<file path="config.mk">
export PLATFORM = sky130hd
export DESIGN_NAME = sva_thread_sched
export DESIGN_NICKNAME = d
export VERILOG_FILES = /design/src/rtl/sva_thread_sched.sv
export SDC_FILE = /design/constraint.sdc
export NUM_CORES = 1
export LEC_CHECK = 0
export CAP_MARGIN = 30
export CELL_PAD_IN_SITES_DETAIL_PLACEMENT = 0
export CELL_PAD_IN_SITES_GLOBAL_PLACEMENT = 1
export CORE_UTILIZATION = 52
export CTS_BUF_LIST = sky130_fd_sc_hd__clkbuf_4 sky130_fd_sc_hd__clkbuf_8
export DETAILED_ROUTE_END_ITERATION = 8
export PLACE_DENSITY = 0.95
export SLEW_MARGIN = 30
export SYNTH_ARGS = -nofsm -noshare
export SYNTH_HDL_FRONTEND = slang
export SYNTH_SLANG_ARGS = --single-unit
</file>
<file path="constraint.sdc">
create_clock -name gclk -period 14.2 [get_ports gclk]
set_input_delay 2.84 -clock gclk [delete_from_list [all_inputs] [get_ports gclk]]
set_output_delay 2.84 -clock gclk [all_outputs]
set_load 0.02 [all_outputs]
</file>
<file path="src/rtl/sva_thread_sched.sv">
// Purpose : thread-slot scheduler for SVA checker attempts; sequences one shared
//           next-state evaluator over every active attempt, then a fresh one.
// Latency : IDLE re-entered NUM_SLOTS + k + 2 cycles after accept (k active slots,
//           each ack in its first request cycle); each ack wait cycle adds one.
// Backpressure: smp_ready is high only in IDLE; eval_req and its payload hold
//           until eval_ack is sampled high.
// Ports   : gclk/grst       clock, async active-high reset
//           smp_*           sample handshake (valid/ready) and payload
//           eval_*          evaluator request (req/slot/state/data) and response (ack/next/code)
//           *_pulse         one-cycle event strobes
//           *_cnt           saturating event counters, active slot count
//           busy            scheduler is sequencing a sample
module sva_thread_sched #(
  parameter int NUM_SLOTS   = 4,
  parameter int STATE_W     = 8,
  parameter int DATA_W      = 2,
  parameter int TS_W        = 16,
  parameter int MAX_AGE     = 255,
  parameter int CNT_W       = 16,
  parameter int START_STATE = 0
) (
  input  logic                             gclk,
  input  logic                             grst,
  input  logic                             smp_valid,
  input  logic [DATA_W-1:0]                smp_data,
  output logic                             smp_ready,
  output logic                             eval_req,
  output logic [$clog2(NUM_SLOTS+1)-1:0]   eval_slot,
  output logic [STATE_W-1:0]               eval_state,
  output logic [DATA_W-1:0]                eval_data,
  input  logic                             eval_ack,
  input  logic [STATE_W-1:0]               eval_next,
  input  logic [1:0]                       eval_code,
  output logic                             succ_pulse,
  output logic                             fail_pulse,
  output logic                             timeout_pulse,
  output logic                             overflow_pulse,
  output logic [CNT_W-1:0]                 succ_cnt,
  output logic [CNT_W-1:0]                 fail_cnt,
  output logic [CNT_W-1:0]                 ovf_cnt,
  output logic [$clog2(NUM_SLOTS+1)-1:0]   active_cnt,
  output logic                             busy
);

  localparam int SW = $clog2(NUM_SLOTS + 1);
  localparam logic [SW-1:0]      LAST_IDX  = SW'(NUM_SLOTS - 1);
  localparam logic [SW-1:0]      FRESH_IDX = SW'(NUM_SLOTS);
  localparam logic [TS_W-1:0]    AGE_LIMIT = TS_W'(MAX_AGE);
  localparam logic [STATE_W-1:0] START_ID  = STATE_W'(START_STATE);
  localparam logic [CNT_W-1:0]   CNT_SAT   = {CNT_W{1'b1}};

  localparam logic [1:0] CODE_CONT = 2'b00;
  localparam logic [1:0] CODE_SUCC = 2'b01;
  localparam logic [1:0] CODE_FAIL = 2'b10;

  typedef enum logic [2:0] {
    S_IDLE,
    S_SCAN,
    S_WAIT,
    S_SPAWN,
    S_WAIT_SPAWN
  } fsm_t;

  fsm_t                fsm, fsm_nx;
  logic [SW-1:0]       idx, idx_nx;
  logic [TS_W-1:0]     tick, tick_nx;
  logic [NUM_SLOTS-1:0] slot_act, slot_act_nx;
  logic [STATE_W-1:0]  slot_st    [NUM_SLOTS];
  logic [STATE_W-1:0]  slot_st_nx [NUM_SLOTS];
  logic [TS_W-1:0]     slot_ts    [NUM_SLOTS];
  logic [TS_W-1:0]     slot_ts_nx [NUM_SLOTS];

  logic                req_nx;
  logic [SW-1:0]       slot_nx;
  logic [STATE_W-1:0]  state_nx;
  logic [DATA_W-1:0]   data_nx;
  logic                succ_nx, fail_nx, tmo_nx, ovf_nx;
  logic [CNT_W-1:0]    succ_cnt_nx, fail_cnt_nx, ovf_cnt_nx;
  logic [SW-1:0]       act_cnt_nx;

  logic                cur_act;
  logic [STATE_W-1:0]  cur_st;
  logic [TS_W-1:0]     cur_ts;
  logic [TS_W-1:0]     cur_age;
  logic                free_hit;
  logic [SW-1:0]       free_idx;
  logic                ack_take;
  logic                retire;

  function automatic logic [CNT_W-1:0] sat_inc(input logic [CNT_W-1:0] v);
    return (v == CNT_SAT) ? v : v + CNT_W'(1);
  endfunction

  assign smp_ready = (fsm == S_IDLE);
  assign busy      = (fsm != S_IDLE);
  // A response only counts while a request is actually outstanding.
  assign ack_take  = eval_ack & eval_req;
  // Modular subtraction gives the correct age across tick wrap.
  assign cur_age   = tick - cur_ts;

  // View of the slot under idx, and the lowest free slot.
  always_comb begin
    cur_act  = 1'b0;
    cur_st   = '0;
    cur_ts   = '0;
    free_hit = 1'b0;
    free_idx = '0;
    for (int i = 0; i < NUM_SLOTS; i++) begin
      if (SW'(i) == idx) begin
        cur_act = slot_act[i];
        cur_st  = slot_st[i];
        cur_ts  = slot_ts[i];
      end
    end
    // Descending walk so the last hit is the lowest free index.
    for (int i = NUM_SLOTS - 1; i >= 0; i--) begin
      if (!slot_act[i]) begin
        free_hit = 1'b1;
        free_idx = SW'(i);
      end
    end
  end

  always_comb begin
    fsm_nx      = fsm;
    idx_nx      = idx;
    tick_nx     = tick;
    data_nx     = eval_data;
    slot_act_nx = slot_act;
    slot_st_nx  = slot_st;
    slot_ts_nx  = slot_ts;
    succ_nx     = 1'b0;
    fail_nx     = 1'b0;
    tmo_nx      = 1'b0;
    ovf_nx      = 1'b0;
    succ_cnt_nx = succ_cnt;
    fail_cnt_nx = fail_cnt;
    ovf_cnt_nx  = ovf_cnt;
    req_nx      = 1'b0;
    slot_nx     = '0;
    state_nx    = '0;
    act_cnt_nx  = '0;
    retire      = 1'b0;

    case (fsm)
      S_IDLE: begin
        if (smp_valid) begin
          data_nx = smp_data;
          tick_nx = tick + TS_W'(1);
          idx_nx  = '0;
          fsm_nx  = S_SCAN;
        end
      end

      S_SCAN: begin
        if (cur_act) begin
          fsm_nx = S_WAIT;
        end else if (idx == LAST_IDX) begin
          fsm_nx = S_SPAWN;
        end else begin
          idx_nx = idx + SW'(1);
        end
      end

      S_WAIT: begin
        if (ack_take) begin
          case (eval_code)
            CODE_CONT: begin
              // Timeout only applies to attempts that would otherwise continue.
              if (cur_age >= AGE_LIMIT) begin
                retire      = 1'b1;
                tmo_nx      = 1'b1;
                fail_cnt_nx = sat_inc(fail_cnt);
              end
            end
            CODE_SUCC: begin
              retire      = 1'b1;
              succ_nx     = 1'b1;
              succ_cnt_nx = sat_inc(succ_cnt);
            end
            CODE_FAIL: begin
              retire      = 1'b1;
              fail_nx     = 1'b1;
              fail_cnt_nx = sat_inc(fail_cnt);
            end
            default: retire = 1'b1;
          endcase
          for (int i = 0; i < NUM_SLOTS; i++) begin
            if (SW'(i) == idx) begin
              if (eval_code == CODE_CONT) slot_st_nx[i] = eval_next;
              if (retire) slot_act_nx[i] = 1'b0;
            end
          end
          if (idx == LAST_IDX) begin
            fsm_nx = S_SPAWN;
          end else begin
            idx_nx = idx + SW'(1);
            fsm_nx = S_SCAN;
          end
        end
      end

      S_SPAWN: fsm_nx = S_WAIT_SPAWN;

      S_WAIT_SPAWN: begin
        if (ack_take) begin
          case (eval_code)
            CODE_CONT: begin
              if (free_hit) begin
                for (int i = 0; i < NUM_SLOTS; i++) begin
                  if (SW'(i) == free_idx) begin
                    slot_act_nx[i] = 1'b1;
                    slot_st_nx[i]  = eval_next;
                    slot_ts_nx[i]  = tick;
                  end
                end
              end else begin
                ovf_nx     = 1'b1;
                ovf_cnt_nx = sat_inc(ovf_cnt);
              end
            end
            CODE_SUCC: begin
              succ_nx     = 1'b1;
              succ_cnt_nx = sat_inc(succ_cnt);
            end
            CODE_FAIL: begin
              fail_nx     = 1'b1;
              fail_cnt_nx = sat_inc(fail_cnt);
            end
            default: ;
          endcase
          fsm_nx = S_IDLE;
        end
      end

      default: fsm_nx = S_IDLE;
    endcase

    // Request outputs are registered, so they are derived from the next state.
    if (fsm_nx == S_WAIT) begin
      req_nx   = 1'b1;
      slot_nx  = idx_nx;
      state_nx = cur_st;
    end else if (fsm_nx == S_WAIT_SPAWN) begin
      req_nx   = 1'b1;
      slot_nx  = FRESH_IDX;
      state_nx = START_ID;
    end

    for (int i = 0; i < NUM_SLOTS; i++) begin
      act_cnt_nx = act_cnt_nx + SW'(slot_act_nx[i]);
    end
  end

  always_ff @(posedge gclk or posedge grst) begin
    if (grst) begin
      fsm            <= S_IDLE;
      idx            <= '0;
      tick           <= '0;
      slot_act       <= '0;
      for (int i = 0; i < NUM_SLOTS; i++) begin
        slot_st[i] <= '0;
        slot_ts[i] <= '0;
      end
      eval_req       <= 1'b0;
      eval_slot      <= '0;
      eval_state     <= '0;
      eval_data      <= '0;
      succ_pulse     <= 1'b0;
      fail_pulse     <= 1'b0;
      timeout_pulse  <= 1'b0;
      overflow_pulse <= 1'b0;
      succ_cnt       <= '0;
      fail_cnt       <= '0;
      ovf_cnt        <= '0;
      active_cnt     <= '0;
    end else begin
      fsm            <= fsm_nx;
      idx            <= idx_nx;
      tick           <= tick_nx;
      slot_act       <= slot_act_nx;
      slot_st        <= slot_st_nx;
      slot_ts        <= slot_ts_nx;
      eval_req       <= req_nx;
      eval_slot      <= slot_nx;
      eval_state     <= state_nx;
      eval_data      <= data_nx;
      succ_pulse     <= succ_nx;
      fail_pulse     <= fail_nx;
      timeout_pulse  <= tmo_nx;
      overflow_pulse <= ovf_nx;
      succ_cnt       <= succ_cnt_nx;
      fail_cnt       <= fail_cnt_nx;
      ovf_cnt        <= ovf_cnt_nx;
      active_cnt     <= act_cnt_nx;
    end
  end

endmodule

</file>
==> results.cfg <==
[timing]
fmax_mhz = 174
hold_viol = 0
fin_crit_ns = 5.75
fin_worst_skew_ns = 0.0112
period_share = 0.405
rsz0062_at_grt = false
setup_viol = 0
tns_ns = 0
final_max_slew_viol_count = 0
relSlewSlack = 0.480
worst_hold_slack_ns = 0.494
tightest_slew_ns = 0.780

[floorplanning]
core_um2 = 17400
row_count = 48
start_util = 0.538
die_y_um = 136
io-pin-count = 87
die_area_um2 = 18600
die_x_um = 136

[logic_synthesis]
yosys_warnings = 0
avgSynthCellArea_um2 = 11.3
synth_area_leader_cell = dfrtp_1
synth_common_cells = 191 x dfrtp_1, 98 x mux2_2, 53 x nor2_1, 53 x xnor2_1, 49 x nand2_1
synth_seq_cells = 191
synth-seq-area-share = 0.510
syn_inst = 831
syn_area_um2 = 9370
ys.flop_type = dfrtp_1
async_reset_ff_frac = 1.00
synth_area_leaders = dfrtp_1 51%, mux2_2 12%, xnor2_1 5.0%, ha_1 3.3%, a21oi_1 2.3%
synth.net_count = 874
netlist.area_leader.share = 0.510
synth_cell_types = 62
synth_most_common_cell = dfrtp_1
synth_edf_count = 0

[critical_path]
worst-path-max-fanout = 16
crit_required_ns = 14.56
reg2reg_slack_ns = 8.45
start_kind = flop
r2r_cells = 21
r2r-end = active_cnt[1]
cp.arrival_ns = 6.11
end_kind = flop
worstReg2RegStart = idx[1]
crit_type = flop to flop

[clocking]
cts_buffers = 17
cts_setup_buffers = 0
numClockSinks = 191
clock-root-buffer = clkbuf_8
clk_latency_ns = 0.48
cts_tree = done
cts_hold_buf = 0
cts_resized = 0
cts_max_level = 4
clockBufferDepth = 2
cts.clk_slew.worst_paths_ns = 0.10

[place]
place_inst = 1114
dpl.hpwl_um = 13300
placed_area_um2 = 10500
port_buffers = 86
gp_congestion = 0.839

[global_routing]
grt_max_degree = 116
grt_pass1_vias = 6399
overflow = 0
antenna_found_initial = 0
grt_pass1_wl_um = 32800
use_met2 = 0.356
use_met3 = 0.0451
use_met1 = 0.318
grtUsageTotal = 0.226
top_usage_layer = met2

[layout]
fillers = 1390
layout-drive-gt1-share = 0.168
post-route-util = 0.625
instances_no_fill = 1146
fin_nets = 951
area_growth_pct = 16.2
final_area_um2 = 10900
n_antenna_cell = 0

[hold_path]
hold_path_class = flop to flop
hold_depth = 1
hold_path_end = ovf_cnt[9]
holdCritStartpoint = ovf_cnt[9]

[detailed_routing]
firstDrtPassIters = 5
postRouteWirelength_um = 19500
drtIter0Drc = 352
drc = 0
vias_per_cell = 5.76
vias = 6605
wire_per_inst_um = 17.0
ant_nets = 0

[power_and_ir_drop]
leakage_nw = 5.02
power_density_nw_per_um2 = 144
peakVddDrop_mv = 0.0836

[status]
status = complete, no violations

[run]
max_cap_violations = 0
flip-flops by register name, indices dropped and copies added, names as in the netlist, 2 cells and up:
signal      cells
slot_st        32
eval_state      8
eval_data       2
fail_cnt       16
fsm             3
eval_slot       3
ovf_cnt        16
slot_act        4
slot_ts        64
succ_cnt       16
tick           16
active_cnt      3
idx             3
layer usage:
layer | routed length (um) | vias up | share of wire
met5 | 0 | - | 0
met1 | 9390 | 3282 | 0.48
met3 | 793 | 17 | 0.041
li1 | - | 3158 | -
met4 | 170 | 0 | 0.0087
met2 | 9130 | 148 | 0.47
final cells by class:
cell class              instances  area [um2]  share of cell area
multi-input cells             584        4380               0.403
repair buffers                 98         962              0.0884
well taps                     225         282              0.0259
inverters                      16        67.6             0.00621
clock inverters                13         153              0.0140
flip-flops and latches        191        4780               0.439
clock buffers                  19         255              0.0235
power breakdown:
part	leakage [nW]	internal [mW]	switching, mW
Clock	0.197	0.167	0.202
Combinational	2.19	0.227	0.335
Sequential	2.64	0.588	0.0454
Total	5.02	0.983	0.582
cell families after synthesis:
family	Yosys count	synth area share
AND/OR/NAND/NOR	239	0.137
flip-flops	191	0.510
AO/OA/AOI/OAI	150	0.107
multiplexers	101	0.121
XOR/XNOR	67	0.0627
buffers and inverters	56	0.0240
adder cells (fa/ha/maj)	27	0.0377
per-stage QoR:
step	total power [mW]	setup slack (ns)
final	1.56	8.45
after global routing	1.67	7.96
after CTS	1.57	8.47
after detailed placement	1.20	8.49
after global placement	1.19	8.54
after floorplan	1.05	6.16
worst max-delay path, stage by stage, from the launching register on:
cell      delay [ns]
dfrtp_1         0.43
inv_1           0.09
ha_1            0.20
nand2b_1        0.11
nor2_1          0.58
buf_4           0.38
a22oi_1         0.12
a211oi_1        0.26
a21oi_1         0.06
ha_1            0.37
a211oi_1        0.25
nand2_1         0.11
o21ai_1         0.17
mux2i_1         0.09
or4_4           0.56
nor4_1          0.40
nand4_1         0.17
nand4_1         0.20
o21ba_1         0.19
fa_1            0.43
ha_1            0.19
ha_1            0.27
layout by cell type (no fill, tap or decap), types with 23 or more instances in the layout:
master and count:
ha_1 25, nor2_1 52, a22oi_1 24, nand2_1 49, mux2_2 98, nand3_1 25, dfrtp_1 191, a211oi_1 23
a21oi_1 43, clkdlybuf4s50_1 86, xnor2_1 53
worst max-delay path by stage:
stage,endpoint,depth (start not counted),from
after floorplan,active_cnt[0],1,grst
after global placement,ovf_cnt[7],10,eval_ack
after detailed placement,ovf_cnt[7],10,eval_ack
after CTS,active_cnt[1],21,idx[1]
after global routing,active_cnt[1],21,idx[0]
final,active_cnt[1],21,idx[1]
Power figures use the tool's default switching activity.
